### src/rtl/lane_collision_monitor.sv
// lane_collision_monitor: samples one lane row for a frog collision and runs the
// hit / invulnerable flash / respawn / game-over life sequence.
module lane_collision_monitor #(
   parameter int WIDTH        = 16,
   parameter int LIVES        = 3,
   parameter int FLASH_CYCLES = 64,
   parameter int BLINK_DIV    = 8,
   localparam int CW = (WIDTH > 1) ? $clog2(WIDTH) : 1,
   localparam int FW = $clog2(FLASH_CYCLES),
   localparam int BW = (BLINK_DIV > 1) ? $clog2(BLINK_DIV) : 1
) (
   input  logic             i_clk,
   input  logic             i_rst_n,
   input  logic [WIDTH-1:0] i_lane_pixels,
   input  logic             i_frog_in_lane,
   input  logic [CW-1:0]    i_frog_col,
   input  logic             i_restart,
   output logic             o_hit,
   output logic             o_respawn,
   output logic             o_blink,
   output logic             o_game_over,
   output logic [2:0]       o_lives
);
   typedef enum logic [1:0] {ALIVE, HIT_FLASH, GAME_OVER} state_t;
   state_t        r_state, w_state_n;
   logic          r_coll, r_hit, r_respawn, r_blink;
   logic          w_hit_n, w_respawn_n, w_blink_n, w_coll;
   logic [2:0]    r_lives, w_lives_n;
   logic [FW-1:0] r_flash, w_flash_n;
   logic [BW-1:0] r_bcnt, w_bcnt_n;
   logic [WIDTH-1:0] w_shift;
   // Shifting instead of indexing yields 0 for an out-of-range column, never X.
   assign w_shift = i_lane_pixels >> i_frog_col;
   assign w_coll  = i_frog_in_lane & w_shift[0];
   always_comb begin
      w_state_n   = r_state;
      w_lives_n   = r_lives;
      w_flash_n   = r_flash;
      w_bcnt_n    = r_bcnt;
      w_blink_n   = r_blink;
      w_hit_n     = 1'b0;
      w_respawn_n = 1'b0;
      if (i_restart) begin
         w_state_n   = ALIVE;
         w_lives_n   = 3'(LIVES);
         w_flash_n   = '0;
         w_bcnt_n    = '0;
         w_blink_n   = 1'b0;
         w_respawn_n = 1'b1;
      end else begin
         case (r_state)
            ALIVE: if (r_coll) begin
               w_hit_n   = 1'b1;
               w_lives_n = (r_lives != 3'd0) ? r_lives - 3'd1 : 3'd0;
               w_state_n = (r_lives > 3'd1) ? HIT_FLASH : GAME_OVER;
               w_flash_n = FW'(FLASH_CYCLES - 1);
               w_bcnt_n  = '0;
               w_blink_n = r_lives > 3'd1;
            end
            HIT_FLASH: if (r_flash == '0) begin
               w_state_n   = ALIVE;
               w_respawn_n = 1'b1;
               w_blink_n   = 1'b0;
               w_bcnt_n    = '0;
            end else begin
               w_flash_n = r_flash - 1'b1;
               w_bcnt_n  = (r_bcnt == BW'(BLINK_DIV - 1)) ? '0 : r_bcnt + 1'b1;
               w_blink_n = (r_bcnt == BW'(BLINK_DIV - 1)) ? ~r_blink : r_blink;
            end
            GAME_OVER: w_blink_n = 1'b0;
            default:   w_state_n = ALIVE;
         endcase
      end
   end
   always_ff @(posedge i_clk or negedge i_rst_n) begin
      if (!i_rst_n) begin
         r_state   <= ALIVE;
         r_lives   <= 3'(LIVES);
         r_coll    <= 1'b0;
         r_hit     <= 1'b0;
         r_respawn <= 1'b0;
         r_blink   <= 1'b0;
         r_flash   <= '0;
         r_bcnt    <= '0;
      end else begin
         r_state   <= w_state_n;
         r_lives   <= w_lives_n;
         r_coll    <= w_coll & ~i_restart;
         r_hit     <= w_hit_n;
         r_respawn <= w_respawn_n;
         r_blink   <= w_blink_n;
         r_flash   <= w_flash_n;
         r_bcnt    <= w_bcnt_n;
      end
   end
   assign o_hit       = r_hit;
   assign o_respawn   = r_respawn;
   assign o_blink     = r_blink;
   assign o_game_over = r_state == GAME_OVER;
   assign o_lives     = r_lives;
endmodule

### config.mk
export PLATFORM = sky130hd
export DESIGN_NAME = lane_collision_monitor
export DESIGN_NICKNAME = d
export VERILOG_FILES = /design/src/rtl/lane_collision_monitor.sv
export SDC_FILE = /design/constraint.sdc
export NUM_CORES = 1
export LEC_CHECK = 0
export CAP_MARGIN = 10
export CORE_MARGIN = 4
export CORE_UTILIZATION = 30
export CTS_CLUSTER_DIAMETER = 40
export DETAILED_ROUTE_END_ITERATION = 7
export PLACE_DENSITY = 0.57
export SLEW_MARGIN = 15
export SYNTH_ARGS = -nofsm -noshare
export SYNTH_HDL_FRONTEND = slang
export SYNTH_SLANG_ARGS = --single-unit
### constraint.sdc
create_clock -name i_clk -period 1.8 [get_ports i_clk]
set_input_delay 0.36 -clock i_clk [delete_from_list [all_inputs] [get_ports i_clk]]
set_output_delay 0.36 -clock i_clk [all_outputs]
set_load 0.05 [all_outputs]
==> Yosys cells after proc, flatten, opt, wreduce, memory -nomap -nowiden <==
Index checks and enable logic that the tools add are counted.
{ "op_classes": {"addsub": 3, "n_lt_le_gt_ge": 1, "n_eq_ne": 8, "shift": 1, "n_mux": 29, "bitwise": 4, "reduce_logical": 12} }
{ "op_table": {"columns": ["operator", "n"], "rows": [
  ["$mux W3", 8],
  ["$mux W6", 3],
  ["$shr A16 B4 Y1", 1],
  ["$pmux W6 S2", 1],
  ["$mux W1", 10],
  ["$ne A3 B3 Y1 const B", 3],
  ["$reduce_and A3 Y1", 3],
  ["$mux W2", 4],
  ["$logic_not A6 Y1", 1],
  ["$pmux W2 S3", 1],
  ["$pmux W3 S2", 1],
  ["$reduce_bool A3 Y1", 2],
  ["$sub A6 B1 Y6 const B", 1],
  ["$ne A4 B4 Y1 const B", 1],
  ["$reduce_and A2 Y1", 2],
  ["$reduce_bool A2 Y1", 2],
  ["$reduce_bool A4 Y1", 1],
  ["$add A3 B1 Y3 const B", 1],
  ["$eq A3 B3 Y1 const B", 1],
  ["$gt A3 B1 Y1 const B", 1],
  ["$pmux W1 S3", 1],
  ["$sub A3 B1 Y3 const B", 1],
  ["$and A1 B1 Y1", 2],
  ["$eq A2 B1 Y1 const B", 1],
  ["other kinds (4)", 5]
]} }
{ "word_totals": {"regBits": 18, "output_inout_bits": 7} }

==> Longest topological paths before layout <==
Gate-level depths: netlist (run 1).
{ "logic_depth": {"depth_word": 5, "ltp_mapped": 7, "ltp_nobuf": 6} }

==> Worst setup path before layout (run 1) <==
No wires, ideal clock.
{ "synth_path": {"kind": "reg2reg", "from": "register r_state[0]", "to": "register r_blink, in the netlist o_blink", "arrival_ps": 1794, "t_required_ps": 1675, "slack_ps": -119, "stages_incl_launch_ff": 7, "path_buffers": 0, "cell_sequence": "dfrtp_1 > inv_1 > ha_1 > nor3_1 > or2_2 > mux2i_1 > a2111oi_0"} }
{ "synth_via": {"elab_chain_len": 3, "word_cells_on_any_way": 9, "cone_classes": "eq/ne (4); mux (2); reduce/logical (3)"} }
{ "synth_rtl": {"columns": ["element", "line_no", "source"], "rows": [
  ["from (decl)", "25", "state_t r_state, w_state_n;"],
  ["from (signal assigned)", "86", "r_state <= w_state_n;"],
  ["$eq A2 B2 Y1 (*)", null, null],
  ["via o_game_over", "21", "output logic o_game_over,"],
  ["$pmux W1 S3 / $reduce_bool A4 Y1 (equally long branches)", null, null],
  ["$mux W1 / $reduce_and A3 Y1 (equally long branches)", null, null],
  ["to (signal assigned)", "91", "r_blink <= w_blink_n;"],
  ["to (decl)", "26", "logic r_coll, r_hit, r_respawn, r_blink;"]
]} }
Mark *: on every way through the listed nets, which the timed path passes. The rest lies on a longest branch.
A chain may end at the register's enable or synchronous reset.

==> Final worst setup path (run 1) <==
{ "layout_path": {"from": "register r_state[1]", "to": "register r_state[0]"} }
{ "layout_via": {"elab_chain_len": 3, "word_cells_on_any_way": 9, "cone_classes": "eq/ne (5); mux (2); reduce/logical (2)"} }
{ "layout_rtl": {"columns": ["element", "line_no", "source"], "rows": [
  ["$eq A2 B1 Y1, or another cell as far along", "51", "case (r_state)"],
  ["$ne A3 B3 Y1 (no line), or another cell as far along", null, null],
  ["$reduce_and A3 Y1 (no line) / $mux W2 (equally long branches)", null, null]
]} }
Several ways; a longest one is shown, not always the timed one.

==> summary by stage, run 1 <==
Status
The flow ran to the end, and the final reports show no timing, DRC or antenna violations.

STA
The worst path meets setup with 100 ps of slack. The number of pins with negative max-slew slack in the final report came to 0. Setup violations remaining at the end of the flow were counted as 0. At the pin with the least slew margin, the transition time is 396 ps.

Setup repair after global routing left no endpoint under its margin. The clock period could shrink to 1700 ps. In the finished design, the share of the clock period the worst path needs comes to 94.4%. The headroom to the max-slew limit is 73.6%. The final number of hold-violating endpoints is 0.

The maximum achievable frequency is 588 MHz. Between clock sinks in the finished design, the worst skew comes to 4.30 ps.

Yosys
Counting instances in the post-synthesis netlist gives the leading cell types as 16 x sky130_fd_sc_hd__dfrtp_1, 10 x sky130_fd_sc_hd__nand2_1, 9 x sky130_fd_sc_hd__ha_1, 9 x sky130_fd_sc_hd__o21ai_0, 8 x sky130_fd_sc_hd__inv_1. The gate count of the mapped netlist is 123. The most common cell in the netlist is sky130_fd_sc_hd__dfrtp_1. For this run, the leading register cell type out of synthesis is sky130_fd_sc_hd__dfrtp_1. The synthesized design spends more area on one cell type than any other, namely sky130_fd_sc_hd__dfrtp_1. The proportion of synthesized chip area in sequential cells is 36.3%.

The net count of the mapped netlist is 156. The number of distinct library cells after synthesis is 41. After synthesis, the cell types taking the most area are sky130_fd_sc_hd__dfrtp_1 32%, sky130_fd_sc_hd__ha_1 9.0%, sky130_fd_sc_hd__mux4_1 8.4%. The number of enable flip-flop cells after synthesis is 0.

The mean instance size in the synthesized netlist is 10.1 um2. The number of warnings printed during yosys synthesis is 0. The total standard cell area after synthesis is 1250 um2. The share of the synthesized area in the top cell type is 32.1%. After synthesis the netlist holds a flip-flop and latch count of 18.

The share of synthesized flip-flops with an asynchronous set or reset is 100%.

Drt
After the first detailed-routing iteration, the DRC count stood at 76. The final routed DRC violation total is 0. The number of detailed-route iterations in the first pass is 4. The detail route stage leaves a number of antenna-violating nets equal to 0.

For this block, the via count after detailed routing is 1148. The routed length per instance is 14.2 um. The vias per cell is 5.27.

For this block, the routed nets add up to 3100 um of wire.

Floorplanning
The floorplan step defined a die boundary enclosing 5250 um2. The die is 72.5 um tall. The horizontal die dimension is 72.5 um.

31 I/O pins were placed. The initial core utilization is 31.2%. The floorplan has 23 rows.

In this run the standard cell core region covers 4000 um2.

Power
The switching power is 0.337 mW. VDD sags by at most 0.000268 V. Of the total power, registers draw 42.0%. The analysis attributes to cell leakage a power of 0.759 nW. Power spread over the standard cell area amounts to 629 nW/um2. Cell internal power was estimated by the tool at 0.799 mW.

In this run switching power makes up 29.7% of total power. The share of power burned in combinational logic is 28.2%. The power share of the clock group is 29.8%.

CTS
The number of sinks on the clock net is 18. The TritonCTS clock tree is yes. For this design, the CTS-stage hold fixing added 0 buffers. The CTS clock-pin slew for the worst setup and hold paths is 70 ps. Buffers inserted during clock tree synthesis total 3. The maximum clock insertion buffer count is 2. CTS built an H-tree with a depth of 1. The clock network latency to the later pin of the worst-skew pair is 260 ps. The root buffer selected by CTS is sky130_fd_sc_hd__clkbuf_8.

Critical path
The data arrival time of the worst path is 1890 ps. STA classifies the critical path endpoint as a register. STA puts the critical path data required time at 1990 ps. The type of the worst setup path is reg2reg.

STA classifies the critical path startpoint as a register. Along the worst path, the maximum fanout reaches 5.

GRT
The first global-routing pass estimated 5440 um of wire. The global router's overall resource usage is 12.8%. The number of global-route vias before repair came to 1193. Global routing finished with a remaining overflow of 0. The initial antenna violation count is 0. The largest net degree at the start of global routing is 19.

Final layout
The final net count is 202. Cells with a size suffix above 1 make up 25.0% of the layout. The number of antenna diodes in the final layout is 0. The post-layout instance area is 1810 um2. The signed area change from the synthesized netlist to the final layout is 45.0%.

Flow run
The number of max-capacitance violations reported is 0.

Place
The cell area after placement is 1730 um2. The detailed placer's ending HPWL is 2490 um. The congestion estimate from routability-driven global placement came to 0.785. The number of I/O port buffers is 30. The worst-case setup slack after placement is -243 ps.

Worst hold path
The classification of the worst-slack hold path is in2async.
[kinds of logic (layout without fill, tap and decap cells)]
kind of cell	after synthesis	in the layout	synth area share, %
AND/OR/NAND/NOR	44	44	21.3
flip-flops	18	18	36.3
adder cells (fa/ha/maj)	9	9	9.04
buffers and inverters	12	57	3.61
multiplexers	8	8	11.6
AO/OA/AOI/OAI	32	32	18.1
[state kept, by name, indices dropped and copies added, names as in the netlist]
register	cells
r_flash	6
r_state	2
r_coll	1
o_hit	1
o_blink	1
o_lives	3
o_respawn	1
r_bcnt	3
[cell usage in the layout, fill, tap and decap left out, drive strengths merged]
master,instances
mux4,4
o311a,1
clkdlybuf4s50,22
dfrtp,16
a211oi,2
and2,2
or4b,2
o31ai,4
nor4,2
clkbuf,4
o311ai,1
nor2b,2
a22o,2
or4,2
nor3,7
nor2,6
a21o,1
or2,2
dfstp,2
ha,9
nand3b,2
o21ai,9
nand3,1
nand4,1
a2111oi,2
buf,22
inv,8
and4,1
nand2b,3
or3,1
dlymetal6s2s,1
nand2,10
a211o,1
a21oi,7
o41ai,1
o22ai,1
mux2i,4
[per-stage QoR]
step / total power, mW / utilization (%) / hold WS (ps) / cells / setup TNS (ps)
after floorplan: 0.647 / - / 64.4 / 123 / 0
after global placement: 0.790 / 43.2 / 464 / 214 / -192
after detailed placement: 0.801 / 43.2 / 478 / 214 / -243
after CTS: 1.14 / 44.6 / 440 / 218 / 0
after global routing: 1.20 / 45.2 / 464 / 218 / 0
final: 1.14 / 45.2 / 433 / 218 / 0
[layer usage]
layer / wire length, um / track usage [%]
met1: 1300 / 15.3
met2: 1540 / 23.0
met3: 218 / 3.05
met4: 36 / 3.69
met5: 0 / 0
[worst max-delay path, cell delays in order (launching register included)]
cell and delay (ps):
sky130_fd_sc_hd__dfrtp_1 410, sky130_fd_sc_hd__inv_1 100, sky130_fd_sc_hd__ha_2 240, sky130_fd_sc_hd__buf_4 130
sky130_fd_sc_hd__nand2_1 80, sky130_fd_sc_hd__or4_1 510, sky130_fd_sc_hd__a21oi_1 160
[area by class of cell]
class                      instances  area, um2
clock buffer                       4       55.1
multi-input combinational         93        771
timing repair buffer              45        435
tap                               50       62.6
fill                             378       2190
sequential                        18        453
inverter                           8       30.0
[power by group through the flow]
stage / registers, mW / clock network, mW / logic [mW]
2_1_floorplan: 0.505 / 0 / 0.142
3_3_place_gp: 0.483 / 0 / 0.306
3_5_place_dp: 0.486 / 0 / 0.316
4_1_cts: 0.478 / 0.347 / 0.316
5_1_grt: 0.483 / 0.364 / 0.349
6_report: 0.477 / 0.339 / 0.320
[timing repair]
item | 4_1_cts | 5_1_grt
pin swaps | 1 | 3
setup endpoints to repair | 1 | 12
resized for setup | 0 | 7
setup buffers | 0 | 0
[worst paths after layout]
check,start,endpoint,slack (ps),cells after the start
max in group asynchronous,i_rst_n,o_lives[0],1110,2
worst max-delay path,r_state[1],r_state[0],100,6
worst min-delay path,i_rst_n,o_blink,430,2
worst min register to register,r_bcnt[1],r_bcnt[1],490,2
min in group i_clk,r_bcnt[1],r_bcnt[1],490,2
worst max register to register,r_state[1],r_state[0],100,6
No activity file was read; power rests on OpenSTA's default activity.
==> run 2, diff against run 1 <==
Settings changed: GPL_TIMING_DRIVEN set to 0.
==> summary by stage, run 2 (synthesized netlist as in run 1, its figures left out) <==
STA
After routing, the total negative slack on setup checks comes to 0 ps. The part of the cycle the worst path needs is 96.5%. The final number of hold-violating endpoints is 0. The clock period could shrink to 1740 ps.

At the pin with the least slew margin, the transition time is 826 ps. The worst-case clock skew is 6.40 ps. For this run, the top clock speed supported by timing is 576 MHz. Setup repair after global routing left no endpoint under its margin. Hold timing on the final database bottoms out at a slack of 500 ps. The headroom to the max-slew limit is 44.8%. The number of pins with negative max-slew slack in the final report came to 0.

The setup violation total in the final timing report is 0.

CTS
The clock network latency to the later pin of the worst-skew pair is 260 ps. The maximum clock insertion buffer count is 2. The CTS clock-pin slew for the worst setup and hold paths is 70 ps. The total CTS buffers is 3. The TritonCTS clock tree is yes. CTS built an H-tree with a depth of 1. The root buffer selected by CTS is sky130_fd_sc_hd__clkbuf_8. The clock drives 18 sinks.

Critical path
Counting both buffers and inverters, the worst setup path holds a total of 1. Following the worst setup path forward leads to its endpoint at o_lives[0]. The start of the worst register-to-register path is r_flash[2]. The cell at the slowest stage of the critical path is sky130_fd_sc_hd__dfstp_2.

The worst setup path startpoint is o_lives[0]. The signal on the critical path passes through dlygate4sd2_1. The worst setup path is launched from a register.

The reg2reg setup slack is 90 ps. STA classifies the critical path endpoint as an output port. The type of the worst setup path is reg2out. The data arrival time of the worst path is 1380 ps. In this run the worst path has a maximum fanout of 6. In this run the number of cells on the critical path is 1.

The endpoint required time on the critical path is 1440 ps. For the worst flop-to-flop path, the logic depth is 4. The delay of the slowest cell on the worst path is 570 ps. In this run the critical register-to-register path is captured at r_state[1]. The category of cells accounting for the largest share of critical-path delay is flip-flops.

Final layout
The number of flip-flops in the largest register is 6. The number of antenna cells inserted is 0. The most frequent standard cell in the layout excluding fill and tap cells is sky130_fd_sc_hd__clkdlybuf4s50_1. The final net count is 191. In the final layout, the share of cells above drive strength 1 is 18.5%. The signed area change from the synthesized netlist to the final layout is 38.7%. The top register by number of flip-flops is r_flash.

In the layout the commonest cells are 23 x sky130_fd_sc_hd__clkdlybuf4s50_1, 15 x sky130_fd_sc_hd__dfrtp_1, 9 x sky130_fd_sc_hd__o21ai_0, 9 x sky130_fd_sc_hd__nand2_1, 8 x sky130_fd_sc_hd__inv_1.

Floorplanning
The horizontal die dimension is 72.5 um. The row count is 23. The floorplan step defined a die boundary enclosing 5250 um2. The height of the chip is 72.5 um. The boundary pin count is 31. The initial core utilization is 31.2%.

The region available for standard cell placement spans 4000 um2.

Drt
The number of DRC violations after detailed-routing iteration 0 is 42. The first TritonRoute pass finished after 4 iterations. For this run, design rule violations remaining after detail routing come to 0. The routed layout has 1107 vias. The final wirelength is 2910 um. The count of nets left with antenna violations once routing finished came out at 0. The routed length per instance is 14.0 um. The vias per cell is 5.35.

GRT
The largest net degree at the start of global routing is 19. The first-pass GRT wire length is 5130 um. The initial antenna violation count is 0. The global router's overall resource usage is 12.1%. After global routing the overflow that remains totals 0. The number of global-route vias before repair is 1127.

Status
The flow ran to the end, and the final reports show no timing, DRC or antenna violations.

Place
Port buffering added 30 buffers. Detailed placement finished with a half-perimeter wire length of 2260 um. The congestion estimate from routability-driven global placement came to 0.740.

Worst hold path
The classification of the worst-slack hold path is reg2reg.

Power
The reported leakage power is 0.700 nW. The cell area power density is 647 nW/um2. Across the VDD grid, the largest voltage drop is 0.000300 V.

Flow run
The number of max-capacitance violations reported is 0.
run 2: where the power goes:
group	leakage [nW]	switching, mW	internal (mW)
registers	0.228	0.0504	0.436
logic	0.443	0.145	0.146
clock network	0.0288	0.147	0.195
total	0.700	0.342	0.776
run 2: how the worst min path moves through the flow:
| stage | end | cells after the start | startpoint | slack (ps) |
|---|---|---|---|---|
| floorplan | o_blink | 0 | i_rst_n | 60 |
| global placement | r_bcnt[2] | 2 | r_bcnt[2] | 470 |
| detailed placement | r_bcnt[1] | 2 | r_bcnt[1] | 490 |
| CTS | r_bcnt[0] | 1 | r_bcnt[0] | 500 |
| global route | r_bcnt[2] | 2 | r_bcnt[2] | 540 |
| finish | r_bcnt[0] | 1 | r_bcnt[0] | 500 |
run 2: final cells by class:
class                           count  area, um2
Multi-Input combinational cell     93        813
Buffer                              3       13.8
Timing Repair Buffer               31        299
Tap cell                           50       62.6
Fill cell                         389       2270
Clock buffer                        4       55.1
Inverter                            8       30.0
Sequential cell                    18        454
run 2: repair_timing:
item                                    4_1_cts  5_1_grt
pin swaps                                     1        3
buffers inserted                              0        1
resized for setup                            13       15
hold buffers                                  0        0
endpoints found under the setup margin       13       11
gates cloned                                  0        0
run 2: through the flow:
stage                     cell area (um2)  worst slack [ps]  instances  utilization [%]  power (mW)
after floorplan                      1250              43.6        123                -       0.647
after global placement               1610              -278        203             40.3       0.754
after detailed placement             1610              -324        203             40.3       0.763
after CTS                            1670              18.6        206             41.8        1.10
after global routing                 1730             0.382        207             43.2        1.18
final                                1730              63.1        207             43.2        1.12
run 2: metal layers:
layer | share of wire (%) | global-route usage, % | vias to the layer above | wire [um]
li1 | - | - | 530 | -
met1 | 45 | 14.7 | 538 | 1300
met2 | 48 | 21.2 | 37 | 1390
met3 | 6.6 | 2.91 | 2 | 193
met4 | 0.83 | 3.07 | 0 | 24
met5 | 0 | 0 | - | 0
==> run 3, diff against run 2 <==
Settings changed: CORE_MARGIN 4 to unset, SLEW_MARGIN 15 to 20.
==> summary by stage, run 3 (synthesized netlist as in run 1, its figures left out) <==
GRT
Global routing finished with a remaining overflow of 0. In the global route stage, overall resource usage came out at 15.1%. The first global-routing pass estimated 5040 um of wire. The number of global-route vias before repair is 1134.

The initial antenna violation count is 0. Entering global routing, the biggest net connects 19 pins.

STA
The part of the cycle the worst path needs is 97.0%. Setup violations remaining at the end of the flow were counted as 0. After layout, the minimum clock period comes to 1750 ps. The maximum achievable frequency is 573 MHz. Headroom to the max-slew limit came out at 46.1%. The setup total negative slack is 0 ps. Final hold analysis gives a worst-case slack of 500 ps. On the final layout, the worst clock skew is 2.54 ps. The final number of hold-violating endpoints is 0.

At the pin with the least slew margin, the transition time is 806 ps. The number of pins with negative max-slew slack in the final report is 0. Setup repair after global routing could not meet its margin everywhere.

Critical path
The category of cells accounting for the largest share of critical-path delay is flip-flops. STA puts the critical path data required time at 1440 ps. The largest fanout on the critical path is 6.

The critical path goes through dlygate4sd2_1. STA puts the critical path data arrival time at 1390 ps. In this run the worst setup path terminates at o_lives[0].

The critical path startpoint category is a register. The count of cell instances traversed by the critical path is 1. The type of the worst setup path is reg2out.

The worst setup path is captured at an output port. The depth of the worst register-to-register path is 4. The worst register-to-register path begins at r_flash[2]. The capture instance of the worst register-to-register path is r_flash[5]. The cell at the slowest stage of the critical path is sky130_fd_sc_hd__dfstp_2. The delay of the slowest cell on the worst path is 570 ps. The buffers plus inverters on the worst setup path is 1. Setup slack on the worst reg-to-reg path comes out at 80 ps.

The worst setup path startpoint is o_lives[0].

CTS
Clock tree synthesis inserted a total of 3 buffers. The root buffer selected by CTS is sky130_fd_sc_hd__clkbuf_8. The later pin in the worst-skew pair is clocked with a latency of 260 ps.

The clock passes through at most 2 buffers. The CTS clock-pin slew for the worst setup and hold paths is 80 ps. The number of sinks on the clock net is 18. TritonCTS built the clock tree. The H-tree depth reported by CTS is 1.

For this design, the CTS-stage hold fixing added 0 buffers.

Power
The worst voltage drop across the vdd grid is 0.000286 V. The share of total power dissipated in combinational logic is 25.7%. The internal power consumption is 0.776 mW. Net switching is 30.9% of the power.

Sequential cells burn 43.1% of the power. The clock network accounts for 31.2% of the total power. The switching power is 0.347 mW.

In this run the static leakage power is 0.708 nW. Power spread over the standard cell area amounts to 654 nW/um2.

Final layout
Across the whole layout, storage elements account for 453 um2. After filler insertion, the fill cell instance count of the layout stands at 379. For this run, the number of standard cells in the final layout without fillers is 209. The share of cells above drive strength 1 is 15.7%. The number of antenna diodes in the final layout is 0. Counting flops per register, the top entry is r_flash.

After the last flow step, the layout net total stands at 193. The multi-input combinational cells in the finished layout cover a total of 797 um2. The library cells used most frequently in the layout, excluding fill and tap cells, are 23 x sky130_fd_sc_hd__clkdlybuf4s50_1, 16 x sky130_fd_sc_hd__dfrtp_1, 9 x sky130_fd_sc_hd__o21ai_0, 9 x sky130_fd_sc_hd__nand2_1, 8 x sky130_fd_sc_hd__inv_1.

The library cell used most frequently in the layout, excluding fill and tap cells, is sky130_fd_sc_hd__clkdlybuf4s50_1. The area growth from synthesis to layout is 37.8%. The number of flip-flops in the largest register is 6.

Place
In this run, placement finished with an instance count of 203. The number of I/O port buffers is 30. The detailed placer's ending HPWL is 2210 um. The final weighted congestion of routability-driven global placement is 0.802.

Floorplanning
During I/O placement, the number of pins put on the boundary was 31. The die covers 4420 um2. The row count is 23. The total area inside the core boundary comes to 4000 um2. In this run the horizontal extent of the chip is 66.5 um. The height of the chip is 66.5 um. Once the floorplan was initialized, standard cells occupied 31.2% of the core.

Drt
Dividing the detail-routed via count by the number of cells gives 5.44. Dividing the detail-routed wire length by the instance count gives 14.6 um. For this block, the initial DRC count from the detailed router was 73. The number of detailed-route iterations in the first pass is 4.

The total vias in the final route is 1136. The final routed DRC violation total is 0. The residual antenna-violating net count after detailed routing is 0. The final wirelength is 3060 um.

Flow run
Max-cap violations in this run came to 0.

Worst hold path
The min-delay analysis places its worst path in the category reg2reg.

Status
The flow ran to the end, and the final reports show no timing, DRC or antenna violations.
run 3: worst min-delay path by stage:
stage	from	to	slack [ps]	depth (start not counted)
after global routing	r_bcnt[0]	r_bcnt[0]	550	1
after CTS	r_bcnt[1]	r_bcnt[1]	510	2
after global placement	r_bcnt[2]	r_bcnt[2]	470	2
after detailed placement	r_bcnt[1]	r_bcnt[1]	490	2
final	r_bcnt[1]	r_bcnt[1]	500	2
after floorplan	i_rst_n	o_blink	60	0
run 3: final cells by class:
class / instances / share of cell area (%)
Multi-Input combinational cell: 94 / 46.4
Sequential cell: 18 / 26.4
Timing Repair Buffer: 32 / 17.9
Tap cell: 50 / 3.64
Clock buffer: 4 / 3.21
Inverter: 8 / 1.75
Buffer: 3 / 0.729
run 3: power by group through the flow:
stage                     logic, mW  clock network, mW  registers [mW]
final                         0.289              0.351           0.484
after global routing          0.318              0.371           0.489
after CTS                     0.275              0.354           0.483
after detailed placement      0.273                  0           0.490
after global placement        0.267                  0           0.487
after floorplan               0.142                  0           0.505
run 3: through the flow:
stage / power, mW / util, % / instance area [um2] / setup slack, ps
4_1_cts: 1.11 / 42.0 / 1680 / 6.14
6_report: 1.12 / 42.9 / 1720 / 54.7
5_1_grt: 1.18 / 42.9 / 1720 / -33.4
2_1_floorplan: 0.647 / - / 1250 / 43.6
3_3_place_gp: 0.754 / 40.3 / 1610 / -252
3_5_place_dp: 0.763 / 40.3 / 1610 / -289
run 3: worst reg2reg max path, stage by stage, from the launching register on:
cell and delay, ps:
sky130_fd_sc_hd__dfrtp_1 460, sky130_fd_sc_hd__or3_4 420, sky130_fd_sc_hd__a2111oi_2 400, sky130_fd_sc_hd__mux2i_1 260, sky130_fd_sc_hd__nor3_2 60
run 3: routing by layer:
| layer | vias up | GRT usage (%) | wire (um) |
|---|---|---|---|
| li1 | 539 | - | - |
| met1 | 548 | 18.8 | 1350 |
| met2 | 42 | 25.9 | 1470 |
| met3 | 7 | 1.88 | 164 |
| met4 | 0 | 6.65 | 76 |
| met5 | - | 0 | 0 |
run 3: what timing repair did:
item,4_1_cts,5_1_grt
setup endpoints to repair,15,11
pin swaps,1,3
buffers inserted,0,2
gates resized for setup,12,9
gates cloned,0,1
